$ cat config.mk
export PLATFORM = sky130hd
export DESIGN_NAME = pipe_drawer
export DESIGN_NICKNAME = d
export VERILOG_FILES = /design/src/rtl/pipe_drawer.sv
export SDC_FILE = /design/constraint.sdc
export NUM_CORES = 1
export LEC_CHECK = 0
export CORE_UTILIZATION = 55
export CTS_CLUSTER_DIAMETER = 80
export CTS_CLUSTER_SIZE = 28
export DETAILED_ROUTE_END_ITERATION = 7
export PLACE_DENSITY_LB_ADDON = 0.12
export SYNTH_ARGS = -nofsm -noshare
export SYNTH_HDL_FRONTEND = slang
export SYNTH_SLANG_ARGS = --single-unit
$ cat constraint.sdc
create_clock -name CLOCK_50 -period 7.15 [get_ports CLOCK_50]
set_input_delay 1.43 -clock CLOCK_50 [delete_from_list [all_inputs] [get_ports CLOCK_50]]
set_output_delay 1.43 -clock CLOCK_50 [all_outputs]
set_load 0.01 [all_outputs]
$ cat src/rtl/pipe_drawer.sv
// Pipe renderer: on each position update, repaints the old pipe in background
// colour, then draws the new pipe, one registered pixel per cycle.
module pipe_drawer #(
   parameter int         SCREEN_W    = 160,
   parameter int         SCREEN_H    = 120,
   parameter int         PIPE_W      = 4,
   parameter int         GAP_H       = 20,
   parameter logic [2:0] PIPE_COLOUR = 3'b010,
   parameter logic [2:0] BG_COLOUR   = 3'b000
) (
   input  logic       CLOCK_50,
   input  logic       resetn,
   input  logic       update,
   input  logic [7:0] pipe_x,
   input  logic [6:0] pipe_y,
   output logic [7:0] vga_x,
   output logic [6:0] vga_y,
   output logic [2:0] colour,
   output logic       plot,
   output logic       busy,
   output logic       done
);

   localparam int COL_W = (PIPE_W > 1) ? $clog2(PIPE_W) : 1;

   typedef enum logic [1:0] {IDLE, ERASE, DRAW, DONE} state_t;

   state_t           state_q, state_d;
   logic [7:0]       cur_x_q, cur_x_d;
   logic [6:0]       cur_y_q, cur_y_d;
   logic [7:0]       old_x_q, old_x_d;
   logic             old_valid_q, old_valid_d;
   logic [7:0]       pend_x_q, pend_x_d;
   logic [6:0]       pend_y_q, pend_y_d;
   logic             pend_valid_q, pend_valid_d;
   logic [COL_W-1:0] col_q, col_d;
   logic [6:0]       row_q, row_d;
   logic [7:0]       vga_x_q, vga_x_d;
   logic [6:0]       vga_y_q, vga_y_d;
   logic [2:0]       colour_q, colour_d;
   logic             plot_q, plot_d;
   logic             busy_q, busy_d;
   logic             done_q, done_d;

   logic [8:0]       px_x;
   logic [7:0]       row8, gap_lo, gap_hi;
   logic             in_gap, last_pix;

   // 9-bit x so columns past the right edge are clipped instead of wrapping.
   assign px_x     = {1'b0, (state_q == ERASE) ? old_x_q : cur_x_q} + 9'(col_q);
   assign row8     = {1'b0, row_q};
   assign gap_lo   = {1'b0, cur_y_q};
   assign gap_hi   = gap_lo + 8'(GAP_H);
   assign in_gap   = (row8 >= gap_lo) && (row8 < gap_hi);
   assign last_pix = (col_q == COL_W'(PIPE_W - 1)) && (row_q == 7'(SCREEN_H - 1));

   always_comb begin
      state_d      = state_q;
      cur_x_d      = cur_x_q;
      cur_y_d      = cur_y_q;
      old_x_d      = old_x_q;
      old_valid_d  = old_valid_q;
      pend_x_d     = pend_x_q;
      pend_y_d     = pend_y_q;
      pend_valid_d = pend_valid_q;
      col_d        = col_q;
      row_d        = row_q;
      vga_x_d      = vga_x_q;
      vga_y_d      = vga_y_q;
      colour_d     = colour_q;
      plot_d       = 1'b0;
      busy_d       = 1'b0;
      done_d       = 1'b0;

      if (state_q != IDLE && update) begin
         pend_x_d     = pipe_x;
         pend_y_d     = pipe_y;
         pend_valid_d = 1'b1;
      end

      case (state_q)
         IDLE: begin
            // A pending position is served first; a simultaneous update queues behind it.
            if (pend_valid_q) begin
               cur_x_d      = pend_x_q;
               cur_y_d      = pend_y_q;
               pend_valid_d = update;
               if (update) begin
                  pend_x_d = pipe_x;
                  pend_y_d = pipe_y;
               end
            end else if (update) begin
               cur_x_d = pipe_x;
               cur_y_d = pipe_y;
            end
            if (pend_valid_q || update) begin
               state_d = old_valid_q ? ERASE : DRAW;
               col_d   = '0;
               row_d   = '0;
            end
         end
         ERASE, DRAW: begin
            vga_x_d  = px_x[7:0];
            vga_y_d  = row_q;
            colour_d = (state_q == ERASE || in_gap) ? BG_COLOUR : PIPE_COLOUR;
            plot_d   = (px_x < 9'(SCREEN_W));
            busy_d   = 1'b1;
            if (row_q == 7'(SCREEN_H - 1)) begin
               row_d = '0;
               col_d = col_q + COL_W'(1);
            end else begin
               row_d = row_q + 7'd1;
            end
            if (last_pix) begin
               col_d   = '0;
               row_d   = '0;
               state_d = (state_q == ERASE) ? DRAW : DONE;
            end
         end
         DONE: begin
            done_d      = 1'b1;
            old_x_d     = cur_x_q;
            old_valid_d = 1'b1;
            state_d     = IDLE;
         end
         default: state_d = IDLE;
      endcase
   end

   always_ff @(posedge CLOCK_50) begin
      if (!resetn) begin
         state_q      <= IDLE;
         cur_x_q      <= '0;
         cur_y_q      <= '0;
         old_x_q      <= '0;
         old_valid_q  <= 1'b0;
         pend_x_q     <= '0;
         pend_y_q     <= '0;
         pend_valid_q <= 1'b0;
         col_q        <= '0;
         row_q        <= '0;
         vga_x_q      <= '0;
         vga_y_q      <= '0;
         colour_q     <= '0;
         plot_q       <= 1'b0;
         busy_q       <= 1'b0;
         done_q       <= 1'b0;
      end else begin
         state_q      <= state_d;
         cur_x_q      <= cur_x_d;
         cur_y_q      <= cur_y_d;
         old_x_q      <= old_x_d;
         old_valid_q  <= old_valid_d;
         pend_x_q     <= pend_x_d;
         pend_y_q     <= pend_y_d;
         pend_valid_q <= pend_valid_d;
         col_q        <= col_d;
         row_q        <= row_d;
         vga_x_q      <= vga_x_d;
         vga_y_q      <= vga_y_d;
         colour_q     <= colour_d;
         plot_q       <= plot_d;
         busy_q       <= busy_d;
         done_q       <= done_d;
      end
   end

   assign vga_x  = vga_x_q;
   assign vga_y  = vga_y_q;
   assign colour = colour_q;
   assign plot   = plot_q;
   assign busy   = busy_q;
   assign done   = done_q;

endmodule

==> results.py, run 1 <==
metrics = {
    "grt": {
        "grt_overflow_total": 0,
        "grt_max_degree": 59,
        "grtUsageMet2_pct": 29.0,
        "antenna_found_initial": 0,
        "grtUsageTotal_pct": 20.7,
        "grt_pass1_wl_um": 10400,
        "grt_pass1_vias": 2217,
        "grt.met1_usage_pct": 30.0,
        "grt_use_met3_pct": 4.00,
        "busiest_layer": "met1",
    },
    "sta": {
        "setup_viol_count_final": 0,
        "fmax_mhz": 293,
        "hold_violations": 0,
        "period_share_pct": 47.8,
        "min_period_ns": 3.42,
        "drv_slew": 0,
        "rsz0062_at_grt": "no",
        "fin_tns_setup_ns": 0,
        "tightest_slew_ns": 1.04,
        "relSlewSlack_pct": 30.5,
        "fin_skew_ns": 0.00856,
        "worst_slack_ns": 3.73,
    },
    "power": {
        "p_leak_nw": 1.63,
        "p_per_area_mw_per_mm2": 344,
        "vdd_ir_drop_max_uv": 195,
    },
    "cts": {
        "cts-hold-fix-buffers": 0,
        "insertion_delay_ns": 0.35,
        "clock_path_buffers": 2,
        "post_cts_resized": 0,
        "clock_sinks": 70,
        "cts_root_buffer": "clkbuf_8",
        "cts_buffers": 9,
        "post-cts-setup-buffers": 0,
        "cts_tree": "done",
        "htree_levels": 3,
        "clkTransAtPathRegs_ns": 0.08,
    },
    "drt": {
        "wl_um": 6210,
        "via_per_inst": 5.30,
        "first_pass_iters": 4,
        "drtIter0Drc": 77,
        "wl_per_cell_um": 13.2,
        "vias": 2495,
        "drtAntennaViolNets": 0,
        "route.detailed.drc": 0,
    },
    "worst_setup_path": {
        "cp_data_arrival_time_ns": 3.63,
        "cp.required_ns": 7.36,
        "rr_startpoint": "state_q[1]",
        "ff2ff_setup_slack_ns": 3.95,
        "critPathCaptureType": "register",
        "reg2reg_depth": 10,
        "crit_fanout": 31,
        "critPathKind": "in2reg",
        "regToRegEndpoint": "plot",
        "worst_setup_path_start_kind": "primary input",
    },
    "outcome": {
        "status": "complete, no violations",
    },
    "hold_path": {
        "worstHoldStart": "vga_x[6]",
        "hold-path-endpoint": "vga_x[6]",
        "hold_class": "reg2reg",
        "min_path_cells": 2,
    },
    "final_layout": {
        "fill_cells": 504,
        "final_util_pct": 66.9,
        "area_delta_synth_final_pct": 15.1,
        "mostFrequentLayoutCells": "dfxtp_1, nor2_1, mux2i_1, clkdlybuf4s50_1, ha_1",
        "mostFrequentLayoutCell": "dfxtp_1",
        "final_layout_size_suffix_gt1_share_pct": 8.33,
        "nets": 431,
        "antenna_cells": 0,
    },
    "synth": {
        "syn_area_per_cell_um2": 9.70,
        "synth_area_mm2": 0.00350,
        "yosys_warnings": 0,
        "synthCells": 361,
        "synth.yosys.seq_area_share_pct": 40.0,
        "ys_seq_elements": 70,
        "yosysUniqueCellTypes": 52,
    },
    "die": {
        "die_h_um": 81.8,
        "initial_utilization_pct": 58.1,
        "rows": 28,
        "io_pins": 39,
        "core_mm2": 0.00603,
        "dieWidth_um": 81.8,
        "die_area_mm2": 0.00669,
    },
    "flow_run": {
        "maxCapViolations": 0,
    },
    "placement": {
        "pre_cts_slack_ns": 3.39,
        "port_buffers": 36,
        "dp_hpwl_um": 4360,
        "place_congestion": 0.826,
    },
}
-- synthesized netlist by cell type (all sizes together) --
library cell / count / share of area (%)
a32oi: 1 / 0.25
nor2: 68 / 7.3
nor4: 1 / 0.18
a221oi: 1 / 0.25
and4b: 1 / 0.29
o31ai: 2 / 0.43
a31o: 1 / 0.25
o211ai: 1 / 0.21
nand2: 16 / 1.7
dfxtp: 70 / 40
nor2b: 2 / 0.36
or3: 1 / 0.18
nor3b: 1 / 0.36
nand4b: 1 / 0.25
o21ai: 8 / 1.6
a211oi: 20 / 4.8
a21oi: 12 / 1.8
a21o: 3 / 0.64
mux2: 2 / 0.64
nand3b: 1 / 0.21
inv: 15 / 1.6
ha: 21 / 7.5
xor2: 5 / 1.3
and2: 1 / 0.18
a41oi: 1 / 0.46
mux2i: 57 / 17
a221o: 1 / 0.29
o21bai: 1 / 0.21
nand2b: 5 / 1.3
and3: 1 / 0.18
o21a: 2 / 0.43
buf: 12 / 2.8
nor3: 1 / 0.14
xnor2: 10 / 2.5
conb: 1 / 0.11
clkbuf: 7 / 0.75
fa: 1 / 0.57
or3b: 1 / 0.25
nand3: 5 / 1.1
-- layer usage --
layer | part of all wire, % | vias up | wire length (um)
met2 | 41 | 46 | 2570
li1 | - | 1309 | -
met3 | 3.2 | 9 | 199
met5 | 0 | - | 0
met1 | 54 | 1131 | 3330
met4 | 1.9 | 0 | 116
-- power by group --
part	total, W	internal [W]	switching (W)
Sequential	0.000554	0.000476	0.0000780
Clock	0.000292	0.000144	0.000148
Combinational	0.000539	0.000259	0.000280
-- through the flow --
step / hold slack [ns] / std cells / total power, W / instance area, um2
global placement: 0.437 / 455 / 0.00109 / 3840
CTS: 0.452 / 471 / 0.00140 / 4030
floorplan: 0.451 / 362 / 0.000976 / 3510
detailed placement: 0.440 / 455 / 0.00111 / 3840
global route: 0.466 / 471 / 0.00149 / 4030
finish: 0.446 / 471 / 0.00138 / 4030
-- final cells by class --
cell class                      instances  area [um2]  area share (%)
Clock buffer                           11         151            3.76
Tap cell                               75        93.8            2.33
Clock inverter                          5        33.8           0.838
Inverter                               15        56.3            1.40
Timing Repair Buffer                   37         368            9.13
Sequential cell                        70        1400            34.8
Multi-Input combinational cell        258        1930            47.8
-- how the worst max path moves through the flow --
stage | start | endpoint | cells after the start
final | update | col_q[0] | 6
after detailed placement | update | col_q[1] | 6
after global routing | update | col_q[0] | 6
after CTS | update | col_q[1] | 6
after floorplan | state_q[1] | plot | 12
after global placement | update | col_q[0] | 6
-- worst max-delay path, cell delays in order --
cell             delay (ns)
clkdlybuf4s50_1        0.60
o21a_1                 0.82
a21oi_2                0.17
nor2_1                 0.33
mux2i_1                0.23
nor2_1                 0.05
-- cells by family (layout without fill, tap and decap cells) --
group,Yosys count,count (layout),synth area share (%)
muxes,59,59,17.4
other,1,2,0.107
adders and majority gates,22,22,8.07
AOI/OAI and AO/OA,54,54,11.6
buffers and inverters,34,68,5.11
DFF,70,70,40.0
and+or+nand+nor,106,106,14.0
xor gates and xnor gates,15,15,3.75
(Power assumes the default switching activity.)
==> run 2: changes to the inputs <==
clock period = 3.6 ns   (was 7.15 ns; I/O delays follow)
==> run 2 against run 1 <==
Effect of this change:
- hold slack improved by 0.0090 ns
- die area unchanged
- power increased by 110%
- clock power increased by 140%
- largest power group is now combinational cells
- setup slack lost 2.7 ns
- design area rose by 1.7%
==> results.py, run 2 (synthesis results as in run 1) <==
metrics = {
    "outcome": {
        "status": "complete, no violations",
    },
    "final_layout": {
        "area_delta_synth_final_pct": 17.0,
        "final_layout_size_suffix_gt1_share_pct": 9.25,
        "mostFrequentLayoutCell": "dfxtp_1",
        "fill_cells": 503,
        "nets": 435,
        "antenna_cells": 0,
        "final_util_pct": 68.0,
        "regArea_mm2": 0.00140,
        "multiInputGateArea_mm2": 0.00193,
        "mostFrequentLayoutCells": "dfxtp_1, nor2_1, mux2i_1, clkdlybuf4s50_1, ha_1",
        "final_area_mm2": 0.00410,
    },
    "die": {
        "die_h_um": 81.8,
        "dieWidth_um": 81.8,
        "die_area_mm2": 0.00669,
        "rows": 28,
        "initial_utilization_pct": 58.1,
        "io_pins": 39,
        "core_mm2": 0.00603,
    },
    "cts": {
        "clkTransAtPathRegs_ns": 0.08,
        "cts_tree": "done",
        "post_cts_resized": 0,
        "htree_levels": 3,
        "insertion_delay_ns": 0.36,
        "clock_path_buffers": 2,
        "clock_sinks": 70,
        "cts_root_buffer": "clkbuf_8",
        "post-cts-setup-buffers": 0,
        "cts-hold-fix-buffers": 0,
        "cts_buffers": 9,
    },
    "grt": {
        "antenna_found_initial": 0,
        "grt_pass1_vias": 2352,
        "grt_max_degree": 42,
        "grt_overflow_total": 0,
        "grtUsageTotal_pct": 22.5,
        "grt_pass1_wl_um": 11200,
    },
    "placement": {
        "dp_hpwl_um": 4550,
        "place_congestion": 0.816,
        "port_buffers": 36,
        "place_area_mm2": 0.00387,
    },
    "worst_setup_path": {
        "crit_fanout": 4,
        "worst_setup_path_start_kind": "register",
        "cp_data_arrival_time_ns": 2.78,
        "critPathKind": "reg2reg",
        "cp.required_ns": 3.84,
        "critPathCaptureType": "register",
    },
    "sta": {
        "relSlewSlack_pct": 57.0,
        "fin_tns_setup_ns": 0,
        "min_period_ns": 2.54,
        "fmax_mhz": 394,
        "rsz0062_at_grt": "no",
        "hold_violations": 0,
        "period_share_pct": 70.4,
        "drv_slew": 0,
        "tightest_slew_ns": 0.642,
        "fin_skew_ns": 0.00726,
        "setup_viol_count_final": 0,
    },
    "power": {
        "p_per_area_mw_per_mm2": 711,
        "vdd_ir_drop_max_uv": 390,
        "p_leak_nw": 1.65,
    },
    "drt": {
        "vias": 2564,
        "via_per_inst": 5.40,
        "first_pass_iters": 4,
        "route.detailed.drc": 0,
        "drtIter0Drc": 134,
        "wl_um": 6600,
        "wl_per_cell_um": 13.9,
        "drtAntennaViolNets": 0,
    },
    "flow_run": {
        "maxCapViolations": 0,
    },
    "hold_path": {
        "hold_class": "reg2reg",
    },
}
==> run 2: cell types whose count changed in the layout (fill, tap and decap cells not counted), sizes merged <==
cell      before  now
clkbuf        11    9
clkinvlp       2    4
buf            1    5
bufinv         0    2
clkinv         3    1
==> run 2: area by class of cell <==
class | count | area share (%)
clock buffer | 9 | 3.02
clock inverter | 7 | 2.41
inverter | 15 | 1.37
multi-input combinational | 258 | 47.0
sequential | 70 | 34.2
tap | 75 | 2.29
timing repair buffer | 41 | 9.71
==> run 2: per-stage QoR <==
stage | power, W | instances | hold slack, ns | setup slack, ns
2_1_floorplan | 0.00194 | 362 | 0.451 | 0.987
3_3_place_gp | 0.00218 | 459 | 0.435 | 1.13
3_5_place_dp | 0.00222 | 459 | 0.448 | 1.09
4_1_cts | 0.00293 | 475 | 0.460 | 1.06
5_1_grt | 0.00312 | 475 | 0.483 | 0.927
6_report | 0.00291 | 475 | 0.455 | 1.06
==> run 2: final timing paths <==
| kind | startpoint | end | slack (ns) | cells after the start |
|---|---|---|---|---|
| min reg2reg | vga_x[5] | vga_x[5] | 0.46 | 2 |
| max | state_q[1] | plot | 1.06 | 10 |
| min | vga_x[5] | vga_x[5] | 0.46 | 2 |
| max reg2reg | state_q[1] | plot | 1.06 | 10 |
==> run 2: per-layer routing <==
| metal | GRT usage [%] | part of all wire (%) |
|---|---|---|
| met1 | 29.6 | 51 |
| met2 | 34.3 | 44 |
| met3 | 5.89 | 3.3 |
| met4 | 10.7 | 2.0 |
| met5 | 0 | 0 |
==> run 2: power by group <==
part	leakage [nW]	total, W	switching, W	internal [W]
logic	0.983	0.00113	0.000607	0.000526
registers	0.571	0.00107	0.000128	0.000945
clock network	0.0977	0.000708	0.000318	0.000390
==> run 2: worst max-delay path, cell delays in order, from the launching register on <==
cell	delay, ns
dfxtp_1	0.34
inv_1	0.09
ha_1	0.19
mux2_2	0.35
ha_1	0.21
fa_1	0.43
and4b_1	0.21
a41oi_2	0.19
nand2b_4	0.17
a31o_1	0.16
a211oi_2	0.06
